`src/rtl/rf_pkg.sv`:
```
// Shared widths, write-buffer depth and command encoding for the
// register-file access controller.
package rf_pkg;

  localparam int RF_DATA_WIDTH = 32;
  localparam int RF_ADDR_WIDTH = 5;
  localparam int RF_WBUF_DEPTH = 4;

  typedef enum logic [1:0] {
    CMD_IDLE = 2'b00,
    CMD_RD   = 2'b01,
    CMD_WR   = 2'b10
  } cmd_e;

endpackage

```
`src/rtl/rf_write_buffer.sv`:
```
// Circular write-back FIFO with two youngest-match address lookups used to
// forward buffered data that has not yet reached the register file.
module rf_write_buffer
  import rf_pkg::*;
#(
  parameter int DW    = RF_DATA_WIDTH,
  parameter int AW    = RF_ADDR_WIDTH,
  parameter int DEPTH = RF_WBUF_DEPTH
) (
  input  logic                     clk_i,
  input  logic                     rst_i,
  input  logic                     push_i,
  input  logic [AW-1:0]            push_addr_i,
  input  logic [DW-1:0]            push_data_i,
  input  logic                     pop_i,
  output logic [$clog2(DEPTH):0]   count_o,
  output logic [AW-1:0]            head_addr_o,
  output logic [DW-1:0]            head_data_o,
  input  logic [AW-1:0]            lk1_addr_i,
  output logic                     lk1_hit_o,
  output logic [DW-1:0]            lk1_data_o,
  input  logic [AW-1:0]            lk2_addr_i,
  output logic                     lk2_hit_o,
  output logic [DW-1:0]            lk2_data_o
);

  localparam int PW = $clog2(DEPTH);

  logic [AW-1:0] addr_q [DEPTH];
  logic [DW-1:0] data_q [DEPTH];
  logic [PW-1:0] wr_ptr_q, rd_ptr_q;
  logic [PW:0]   count_q;

  always_ff @(posedge clk_i or posedge rst_i) begin
    if (rst_i) begin
      wr_ptr_q <= '0;
      rd_ptr_q <= '0;
      count_q  <= '0;
    end else begin
      if (push_i) wr_ptr_q <= wr_ptr_q + PW'(1);
      if (pop_i)  rd_ptr_q <= rd_ptr_q + PW'(1);
      case ({push_i, pop_i})
        2'b10:   count_q <= count_q + (PW+1)'(1);
        2'b01:   count_q <= count_q - (PW+1)'(1);
        default: count_q <= count_q;
      endcase
    end
  end

  // Entry storage needs no reset: occupancy is tracked solely by count_q.
  always_ff @(posedge clk_i) begin
    if (push_i) begin
      addr_q[wr_ptr_q] <= push_addr_i;
      data_q[wr_ptr_q] <= push_data_i;
    end
  end

  assign count_o     = count_q;
  assign head_addr_o = addr_q[rd_ptr_q];
  assign head_data_o = data_q[rd_ptr_q];

  // Scan oldest to youngest so the last valid match wins.
  always_comb begin
    lk1_hit_o  = 1'b0;
    lk1_data_o = '0;
    lk2_hit_o  = 1'b0;
    lk2_data_o = '0;
    for (int k = 0; k < DEPTH; k++) begin
      if ((PW+1)'(k) < count_q) begin
        if (addr_q[rd_ptr_q + PW'(k)] == lk1_addr_i) begin
          lk1_hit_o  = 1'b1;
          lk1_data_o = data_q[rd_ptr_q + PW'(k)];
        end
        if (addr_q[rd_ptr_q + PW'(k)] == lk2_addr_i) begin
          lk2_hit_o  = 1'b1;
          lk2_data_o = data_q[rd_ptr_q + PW'(k)];
        end
      end
    end
  end

endmodule

```
`src/rtl/rf_access_ctrl.sv`:
```
// Front-end sequencer for the dual-read register file: write buffering,
// one outstanding read pair, exclusive READ/WRITE control and forwarding.
//   state | meaning
//   IDLE  | no pending work; RF controls low, addresses hold
//   RD    | pending read issued to the RF, response captured at closing edge
//   WR    | head of the write buffer committed to the RF and popped
module rf_access_ctrl
  import rf_pkg::*;
#(
  parameter int DATA_WIDTH = RF_DATA_WIDTH,
  parameter int ADDR_WIDTH = RF_ADDR_WIDTH,
  parameter int WBUF_DEPTH = RF_WBUF_DEPTH
) (
  input  logic                  CLK,
  input  logic                  RST,
  input  logic                  WR_VALID,
  output logic                  WR_READY,
  input  logic [ADDR_WIDTH-1:0] WR_ADDR,
  input  logic [DATA_WIDTH-1:0] WR_DATA,
  input  logic                  RD_VALID,
  output logic                  RD_READY,
  input  logic [ADDR_WIDTH-1:0] RD_ADDR1,
  input  logic [ADDR_WIDTH-1:0] RD_ADDR2,
  output logic                  RSP_VALID,
  output logic [DATA_WIDTH-1:0] RSP_DATA1,
  output logic [DATA_WIDTH-1:0] RSP_DATA2,
  output logic [1:0]            RSP_FWD,
  output logic                  RF_READ,
  output logic                  RF_WRITE,
  output logic [ADDR_WIDTH-1:0] RF_R1_ADDR,
  output logic [ADDR_WIDTH-1:0] RF_R2_ADDR,
  output logic [ADDR_WIDTH-1:0] RF_W_ADDR,
  output logic [DATA_WIDTH-1:0] RF_W_DATA,
  input  logic [DATA_WIDTH-1:0] RF_R1_DATA,
  input  logic [DATA_WIDTH-1:0] RF_R2_DATA
);

  localparam int CW = $clog2(WBUF_DEPTH) + 1;

  cmd_e                  cmd;
  logic [CW-1:0]         count;
  logic                  buf_full, wr_fire, rd_fire;
  logic [ADDR_WIDTH-1:0] head_addr;
  logic [DATA_WIDTH-1:0] head_data;
  logic                  hit1, hit2;
  logic [DATA_WIDTH-1:0] bdata1, bdata2;

  logic                  prd_valid_q, prd_valid_d;
  logic [ADDR_WIDTH-1:0] prd_a1_q, prd_a1_d, prd_a2_q, prd_a2_d;
  logic                  rsp_valid_q, rsp_valid_d;
  logic [DATA_WIDTH-1:0] rsp_data1_q, rsp_data1_d, rsp_data2_q, rsp_data2_d;
  logic [1:0]            rsp_fwd_q, rsp_fwd_d;
  logic [ADDR_WIDTH-1:0] r1_hold_q, r1_hold_d, r2_hold_q, r2_hold_d;
  logic [ADDR_WIDTH-1:0] w_addr_hold_q, w_addr_hold_d;
  logic [DATA_WIDTH-1:0] w_data_hold_q, w_data_hold_d;

  assign buf_full = (count == CW'(WBUF_DEPTH));
  assign WR_READY = !buf_full;
  assign RD_READY = !prd_valid_q;
  assign wr_fire  = WR_VALID && WR_READY;
  assign rd_fire  = RD_VALID && RD_READY;

  rf_write_buffer #(
    .DW   (DATA_WIDTH),
    .AW   (ADDR_WIDTH),
    .DEPTH(WBUF_DEPTH)
  ) u_wbuf (
    .clk_i      (CLK),
    .rst_i      (RST),
    .push_i     (wr_fire),
    .push_addr_i(WR_ADDR),
    .push_data_i(WR_DATA),
    .pop_i      (cmd == CMD_WR),
    .count_o    (count),
    .head_addr_o(head_addr),
    .head_data_o(head_data),
    .lk1_addr_i (prd_a1_q),
    .lk1_hit_o  (hit1),
    .lk1_data_o (bdata1),
    .lk2_addr_i (prd_a2_q),
    .lk2_hit_o  (hit2),
    .lk2_data_o (bdata2)
  );

  always_ff @(posedge CLK or posedge RST) begin
    if (RST) begin
      prd_valid_q   <= 1'b0;
      prd_a1_q      <= '0;
      prd_a2_q      <= '0;
      rsp_valid_q   <= 1'b0;
      rsp_data1_q   <= '0;
      rsp_data2_q   <= '0;
      rsp_fwd_q     <= '0;
      r1_hold_q     <= '0;
      r2_hold_q     <= '0;
      w_addr_hold_q <= '0;
      w_data_hold_q <= '0;
    end else begin
      prd_valid_q   <= prd_valid_d;
      prd_a1_q      <= prd_a1_d;
      prd_a2_q      <= prd_a2_d;
      rsp_valid_q   <= rsp_valid_d;
      rsp_data1_q   <= rsp_data1_d;
      rsp_data2_q   <= rsp_data2_d;
      rsp_fwd_q     <= rsp_fwd_d;
      r1_hold_q     <= r1_hold_d;
      r2_hold_q     <= r2_hold_d;
      w_addr_hold_q <= w_addr_hold_d;
      w_data_hold_q <= w_data_hold_d;
    end
  end

  // A full buffer holds off the pending read so the drain always progresses.
  always_comb begin
    cmd = CMD_IDLE;
    if (prd_valid_q && !buf_full) cmd = CMD_RD;
    else if (count != '0)         cmd = CMD_WR;

    prd_valid_d   = prd_valid_q;
    prd_a1_d      = prd_a1_q;
    prd_a2_d      = prd_a2_q;
    rsp_valid_d   = 1'b0;
    rsp_data1_d   = rsp_data1_q;
    rsp_data2_d   = rsp_data2_q;
    rsp_fwd_d     = rsp_fwd_q;
    r1_hold_d     = r1_hold_q;
    r2_hold_d     = r2_hold_q;
    w_addr_hold_d = w_addr_hold_q;
    w_data_hold_d = w_data_hold_q;

    case (cmd)
      CMD_RD: begin
        prd_valid_d = 1'b0;
        rsp_valid_d = 1'b1;
        rsp_data1_d = hit1 ? bdata1 : RF_R1_DATA;
        rsp_data2_d = hit2 ? bdata2 : RF_R2_DATA;
        rsp_fwd_d   = {hit2, hit1};
        r1_hold_d   = prd_a1_q;
        r2_hold_d   = prd_a2_q;
      end
      CMD_WR: begin
        w_addr_hold_d = head_addr;
        w_data_hold_d = head_data;
      end
      default: ;
    endcase

    if (rd_fire) begin
      prd_valid_d = 1'b1;
      prd_a1_d    = RD_ADDR1;
      prd_a2_d    = RD_ADDR2;
    end
  end

  assign RF_READ    = (cmd == CMD_RD);
  assign RF_WRITE   = (cmd == CMD_WR);
  assign RF_R1_ADDR = RF_READ  ? prd_a1_q  : r1_hold_q;
  assign RF_R2_ADDR = RF_READ  ? prd_a2_q  : r2_hold_q;
  assign RF_W_ADDR  = RF_WRITE ? head_addr : w_addr_hold_q;
  assign RF_W_DATA  = RF_WRITE ? head_data : w_data_hold_q;

  assign RSP_VALID = rsp_valid_q;
  assign RSP_DATA1 = rsp_data1_q;
  assign RSP_DATA2 = rsp_data2_q;
  assign RSP_FWD   = rsp_fwd_q;

endmodule
```
`config.mk`:
```
export PLATFORM = sky130hd
export DESIGN_NAME = rf_access_ctrl
export DESIGN_NICKNAME = d
export VERILOG_FILES = /design/src/rtl/rf_pkg.sv /design/src/rtl/rf_write_buffer.sv /design/src/rtl/rf_access_ctrl.sv
export SDC_FILE = /design/constraint.sdc
export NUM_CORES = 1
export LEC_CHECK = 0
export BUFFER_PORTS_ARGS = -buffer_cell sky130_fd_sc_hd__buf_2
export CORE_UTILIZATION = 45
export DETAILED_ROUTE_END_ITERATION = 8
export MAX_ROUTING_LAYER = met4
export PLACE_DENSITY = 0.63
export SYNTH_ARGS = -nofsm -noshare
export SYNTH_HDL_FRONTEND = slang
export SYNTH_SLANG_ARGS = --single-unit
export TNS_END_PERCENT = 100
```
`constraint.sdc`:
```
create_clock -name CLK -period 13.5 [get_ports CLK]
set_input_delay 2.7 -clock CLK [delete_from_list [all_inputs] [get_ports CLK]]
set_output_delay 2.7 -clock CLK [all_outputs]
set_load 0.005 [all_outputs]
```
Yosys cells after proc, flatten, opt, wreduce, memory -nomap -nowiden
Memory sizes are Yosys's and may differ from the RTL's.
Index checks and enable logic that the tools add are counted.
- ROM bits: 0
- memories: 2
- output and inout bits: 118
- input port bits: 115
- latch bits: 0
- word-level logic and storage cells: 93
- register bits: 132
- RAM bits: 148
- memory list (name ; words ; width ; read ports ; clocked after memory_dff ; wr ports ; RTL line ; RTL):
    u_wbuf.data_q ; 4 ; 32 ; 4 ; 0 ; 1 ; rf_write_buffer.sv:30 ; logic [DW-1:0] data_q [DEPTH];
    u_wbuf.addr_q ; 4 ; 5 ; 4 ; 0 ; 1 ; rf_write_buffer.sv:29 ; logic [AW-1:0] addr_q [DEPTH];
- add/sub/neg operators: 6
- multiply operators: 0
- multiplexer cells: 46
- bitwise operators: 0
- divide/modulo/power cells: 0
- reductions and logical operators: 8
- order comparisons: 4
- shift-type cells: 0
- eq/ne operators: 13
- operators by type and width (operator ; number):
    $mux 32 ; 19
    $eq 5x5->1 ; 8
    $mux 1 ; 21
    $mux 5 ; 3
    $lt 1x3->1 const A ; 2
    $lt 2x3->1 const A ; 2
    $pmux 3 s2 ; 1
    $add 2x1->2 const B ; 2
    $add 2x2->2 const B ; 2
    $eq 2x1->1 const B ; 2
    $eq 2x2->1 const B ; 2
    $mux 2 ; 2
    $reduce_bool 2->1 ; 2
    $add 3x1->3 const B ; 1
    $eq 3x3->1 const B ; 1
    $logic_and 1x1->1 ; 3
    $reduce_bool 3->1 ; 1
    $sub 3x1->3 const B ; 1
    $logic_not 1->1 ; 2

Logic depth before layout (Yosys ltp)
An unclocked memory read counts as a cell.
- depth in word-level cells: 11
- gate-level depth with buffers: 12
- gate-level depth less buffers: 10

By module
Synthesis repeated with hierarchy kept, for this count alone.
- cells, all modules: 1501
- area total of the unflattened synthesis: 16889.9 µm²
- modules (own cells, without submodules) (module ; instances ; sequential area each (µm²) ; area an instance (µm²) ; cells each):
    rf_write_buffer ; 1 ; 4619.4 ; 11489.8 ; 1080
    rf_access_ctrl ; 1 ; 3128.0 ; 5400.2 ; 421

Worst setup path before layout
OpenSTA, ideal clock, no wires.
- path type: register -> output
- from: reg u_wbuf.rd_ptr_q[1]
- to: out RF_W_DATA[3]
- path buffers: 5
- cell stages (with the launch flop): 10
- arrival time: 1939 ps
- setup slack: 8861 ps
- data required time: 10800 ps
- cells stage by stage: dfrtp_1 -> buf_2 -> buf_4 -> buf_2 -> buf_2 -> buf_2 -> mux2i_1 -> nand2_1 -> o21ai_0 -> o21ai_0
- cells in the longest elaborated chain, start to end: 2
- RTL lines (what ; RTL line ; RTL):
    start, declared ; rf_write_buffer.sv:31 ; logic [PW-1:0] wr_ptr_q, rd_ptr_q;
    start signal, assigned ; rf_write_buffer.sv:41 ; if (pop_i) rd_ptr_q <= rd_ptr_q + PW'(1);
    $mem_v2 4x32 ; -- ;
    $mux 32 ; -- ;
    end, declared ; rf_access_ctrl.sv:33 ; output logic [DATA_WIDTH-1:0] RF_W_DATA,
Every way passes these cells.

Final worst setup path
- from: reg u_wbuf.count_q[0] (netlist: u_wbuf.count_o[0])
- to: out RF_R1_ADDR[0]
- cells in the longest elaborated chain, start to end: 6
- elaborated cells on any way between the ends: 8
- classes of those cells: eq/ne: 2; mux: 3; reduce/logical: 3
- RTL lines (what ; RTL line ; RTL):
    start, declared ; rf_write_buffer.sv:32 ; logic [PW:0] count_q;
    start signal, assigned ; rf_write_buffer.sv:43 ; 2'b10: count_q <= count_q + (PW+1)'(1);
    start signal, assigned ; rf_write_buffer.sv:44 ; 2'b01: count_q <= count_q - (PW+1)'(1);
    start signal, assigned ; rf_write_buffer.sv:45 ; default: count_q <= count_q;
    $eq 3x3->1 ; rf_access_ctrl.sv:57 ; assign buf_full = (count == CW'(WBUF_DEPTH));
    $logic_not 1->1 ; rf_access_ctrl.sv:116 ; if (prd_valid_q && !buf_full) cmd = CMD_RD;
    $logic_and 1x1->1 ; rf_access_ctrl.sv:116 ;
    $mux 2 (*) ; rf_access_ctrl.sv:116 ;
    $eq 2x1->1 (*) ; rf_access_ctrl.sv:155 ; assign RF_READ = (cmd == CMD_RD);
    $mux 5 (*) ; -- ;
    end, declared ; rf_access_ctrl.sv:30 ; output logic [ADDR_WIDTH-1:0] RF_R1_ADDR,
Mark *: on every way between the ends. The rest lies on a longest branch, timed or not.

==> flow_metrics.tcl <==
set metrics [dict create \
    reg2reg_to "RSP_DATA2[25]" \
    cts_buffer_depth 3 \
    synth_area_per_cell_um2 10.1 \
    r2r_cells 8 \
    initial_utilization_pct 46.1 \
    numCtsBuffers 34 \
    io_pins 233 \
    power.leakage_nw 7.54 \
    grt_pass1_vias 12200 \
    worst_pin_slew_ns 1.14 \
    critical_path.endpoint_type "output pin" \
    drtAntennaViolNets 0 \
    clock_skew_ns 0.0279 \
    cts_tree "done" \
    nNetsFinal 1818 \
    die_height_um 188 \
    p_seq_share_pct 30.0 \
    yosys.area.top_type "edfxtp_1" \
    synth.area.top_cells "edfxtp_1 28%, dfrtp_1 21%, mux2i_1 7.8%" \
    vias 12500 \
    htreeDepth 2 \
    cp-startpoint "u_wbuf.count_o[0]" \
    slew_headroom_pct 23.4 \
    post_cts_resize_count 0 \
    drive_gt1_share_pct 22.7 \
    post_drt_wl_per_cell_um 20.5 \
    drt-initial-drc-count 919 \
    dp_hpwl_um 28300 \
    ys_seq_area_share_pct 49.6 \
    cp-endpoint "RF_R1_ADDR[0]" \
    synth_most_common_cell "nand2_1" \
    track_usage_pct 25.7 \
    post_cts_buffers 0 \
    p_per_area_nw_per_um2 266 \
    reg2reg_from "u_wbuf.rd_ptr_q[1]" \
    dr.pass1.iters 8 \
    async_flop_share_pct 47.1 \
    path_clk_slew_ns 0.06 \
    critPathArrivalTime_ns 4.00 \
    hold_viol 0 \
    grt_max_degree 87 \
    synth_edf_count 148 \
    vdd_drop_max_v 0.000174 \
    synth_top_area_share_pct 28.4 \
    fin_tns_setup_ns 0 \
    root_buffer "clkbuf_16" \
    mappedNetlistNets 1667 \
    hold_class "flop to flop" \
    p_int_mw 2.71 \
    die_area_um2 35500 \
    holdBufCountCts 0 \
    min_path_cells 2 \
    fp.dieW_um 188 \
    gp_congestion 0.856 \
    fin_crit_ns 6.70 \
    required_ns 10.80 \
    synth_area_um2 15600 \
    core_area_um2 33900 \
    via_per_inst 5.77 \
    antenna_found_initial 7 \
    status "complete, no violations" \
    final-setup-viol-count 0 \
    clkSinkCount 280 \
    grt_pass1_wl_um 68800 \
    pwr-share-comb_pct 50.9 \
    slew_viol_final 0 \
    worst-r2r-setup-slack_ns 8.25 \
    criticalPathCategory "flop to output pin" \
    clock_latency_ns 0.53 \
    max_freq_mhz 149 \
    setup.worst_path.start_class "flop" \
    synth_cell_type_count 49 \
    fp-row-count 67 \
    routed_wl_um 44500 \
    yosys_warnings 0 \
    netlist_instances 1543 \
    ys_top_cells_by_count "228 x nand2_1, 148 x edfxtp_1, 134 x nor2_1, 132 x dfrtp_1, 122 x mux2i_1" \
    rsz0062_at_grt "no" \
    ys_ff_latch 280 \
    syn2layout_area_growth_pct 15.8 \
    route.detailed.drc 0 \
    max-cap-violations 0 \
    placed_area_um2 16900 \
    gr-total-overflow 0 \
    synth-main-ff-cell "edfxtp_1" \
    power.switching_mw 2.10 \
    fillers 3076 \
    finalCritPeriodShare_pct 49.6 \
    port_buffers 232 \
    path_max_fanout 47 \
    fin_area_um2 18100 \
    swShare_pct 43.7 \
    clock_power_share_pct 19.1 \
]
## critical path: stages (launching register included)
cell and delay, ns:
dfrtp_1 0.47, inv_1 0.07, ha_1 0.26, ha_1 0.23
inv_1 0.09, nand2_2 0.64, inv_2 0.84, buf_4 0.51
nand2_1 0.10, nand2_1 0.10, buf_2 0.12
## sequential cells by signal, summed over array words and instances, names as in the netlist
name             count
u_wbuf.count_o       3
RSP_VALID            1
w_data_hold_q       32
RSP_FWD              2
prd_a1_q             5
r2_hold_q            5
w_addr_hold_q        5
prd_valid_q          1
u_wbuf.addr_q       20
u_wbuf.wr_ptr_q      2
RSP_DATA1           32
prd_a2_q             5
u_wbuf.data_q      128
RSP_DATA2           32
r1_hold_q            5
u_wbuf.rd_ptr_q      2
## worst min-delay path by stage
stage | startpoint | to | slack (ns)
2_1_floorplan | w_addr_hold_q[0] | w_addr_hold_q[0] | 0.46
3_3_place_gp | w_addr_hold_q[2] | w_addr_hold_q[2] | 0.44
3_5_place_dp | w_addr_hold_q[3] | w_addr_hold_q[3] | 0.45
4_1_cts | w_addr_hold_q[2] | w_addr_hold_q[2] | 0.46
5_1_grt | w_addr_hold_q[1] | w_addr_hold_q[1] | 0.47
6_report | w_addr_hold_q[0] | w_addr_hold_q[0] | 0.46
## placed cells by master, fill, tap and decap left out, types with 39 or more instances in the layout
cell / synthesis / routed
buf_2: 31 / 232
mux2i_1: 122 / 122
clkbuf_16: 0 / 39
dfrtp_1: 132 / 130
inv_1: 45 / 42
mux2_2: 46 / 46
a21oi_1: 75 / 74
o21ai_0: 101 / 101
nor2_1: 134 / 133
edfxtp_1: 148 / 148
nand2_1: 228 / 227
o211ai_1: 64 / 64
## stage by stage
| step | utilization [%] | setup slack, ns | instances | hold WS (ns) | total power, mW |
|---|---|---|---|---|---|
| 2_1_floorplan | - | 7.27 | 1543 | 0.455 | 3.10 |
| 3_3_place_gp | 50.0 | 7.43 | 2106 | 0.441 | 3.84 |
| 3_5_place_dp | 50.0 | 7.35 | 2106 | 0.448 | 3.89 |
| 4_1_cts | 53.4 | 6.79 | 2168 | 0.462 | 4.82 |
| 5_1_grt | 53.4 | 6.48 | 2175 | 0.468 | 5.13 |
| 6_report | 53.4 | 6.80 | 2175 | 0.462 | 4.81 |
## power by group through the flow
stage | sequential (mW) | combinational, mW | clock, mW
4_1_cts | 1.44 | 2.44 | 0.933
2_1_floorplan | 1.33 | 1.77 | 0
3_3_place_gp | 1.45 | 2.40 | 0
3_5_place_dp | 1.46 | 2.43 | 0
6_report | 1.44 | 2.45 | 0.918
5_1_grt | 1.48 | 2.69 | 0.964
## final cells by class
class / count / area (µm²) / share of cell area (%)
clock inverters: 5 / 52.6 / 0.290
inverters: 46 / 179 / 0.988
multi-input cells: 1082 / 7160 / 39.5
clock buffers: 57 / 1080 / 5.99
repair buffers: 250 / 1300 / 7.16
diodes: 7 / 17.5 / 0.0968
flip-flops and latches: 280 / 7750 / 42.8
well taps: 448 / 561 / 3.10
## kinds of logic (layout without fill, tap and decap cells)
family                   after synthesis  count (layout)  share of synthesized area (%)
AND/OR/NAND/NOR                      434             434                           11.5
buffers and inverters                181             358                           5.08
XOR/XNOR                              43              43                           2.41
other                                  0               7                              0
multiplexers                         188             188                           14.0
AO/OA/AOI/OAI                        408             408                           16.7
flip-flops                           280             280                           49.6
adder cells (fa/ha/maj)                9               9                          0.721
## routing by layer
metal	up-vias	track usage, %	part of all wire (%)
met5	-	-	0
met4	0	8.13	2.4
met3	89	4.15	6.5
met2	494	40.8	47
met1	6064	33.6	44
li1	5902	-	-
No activity file was read; power rests on OpenSTA's default activity.
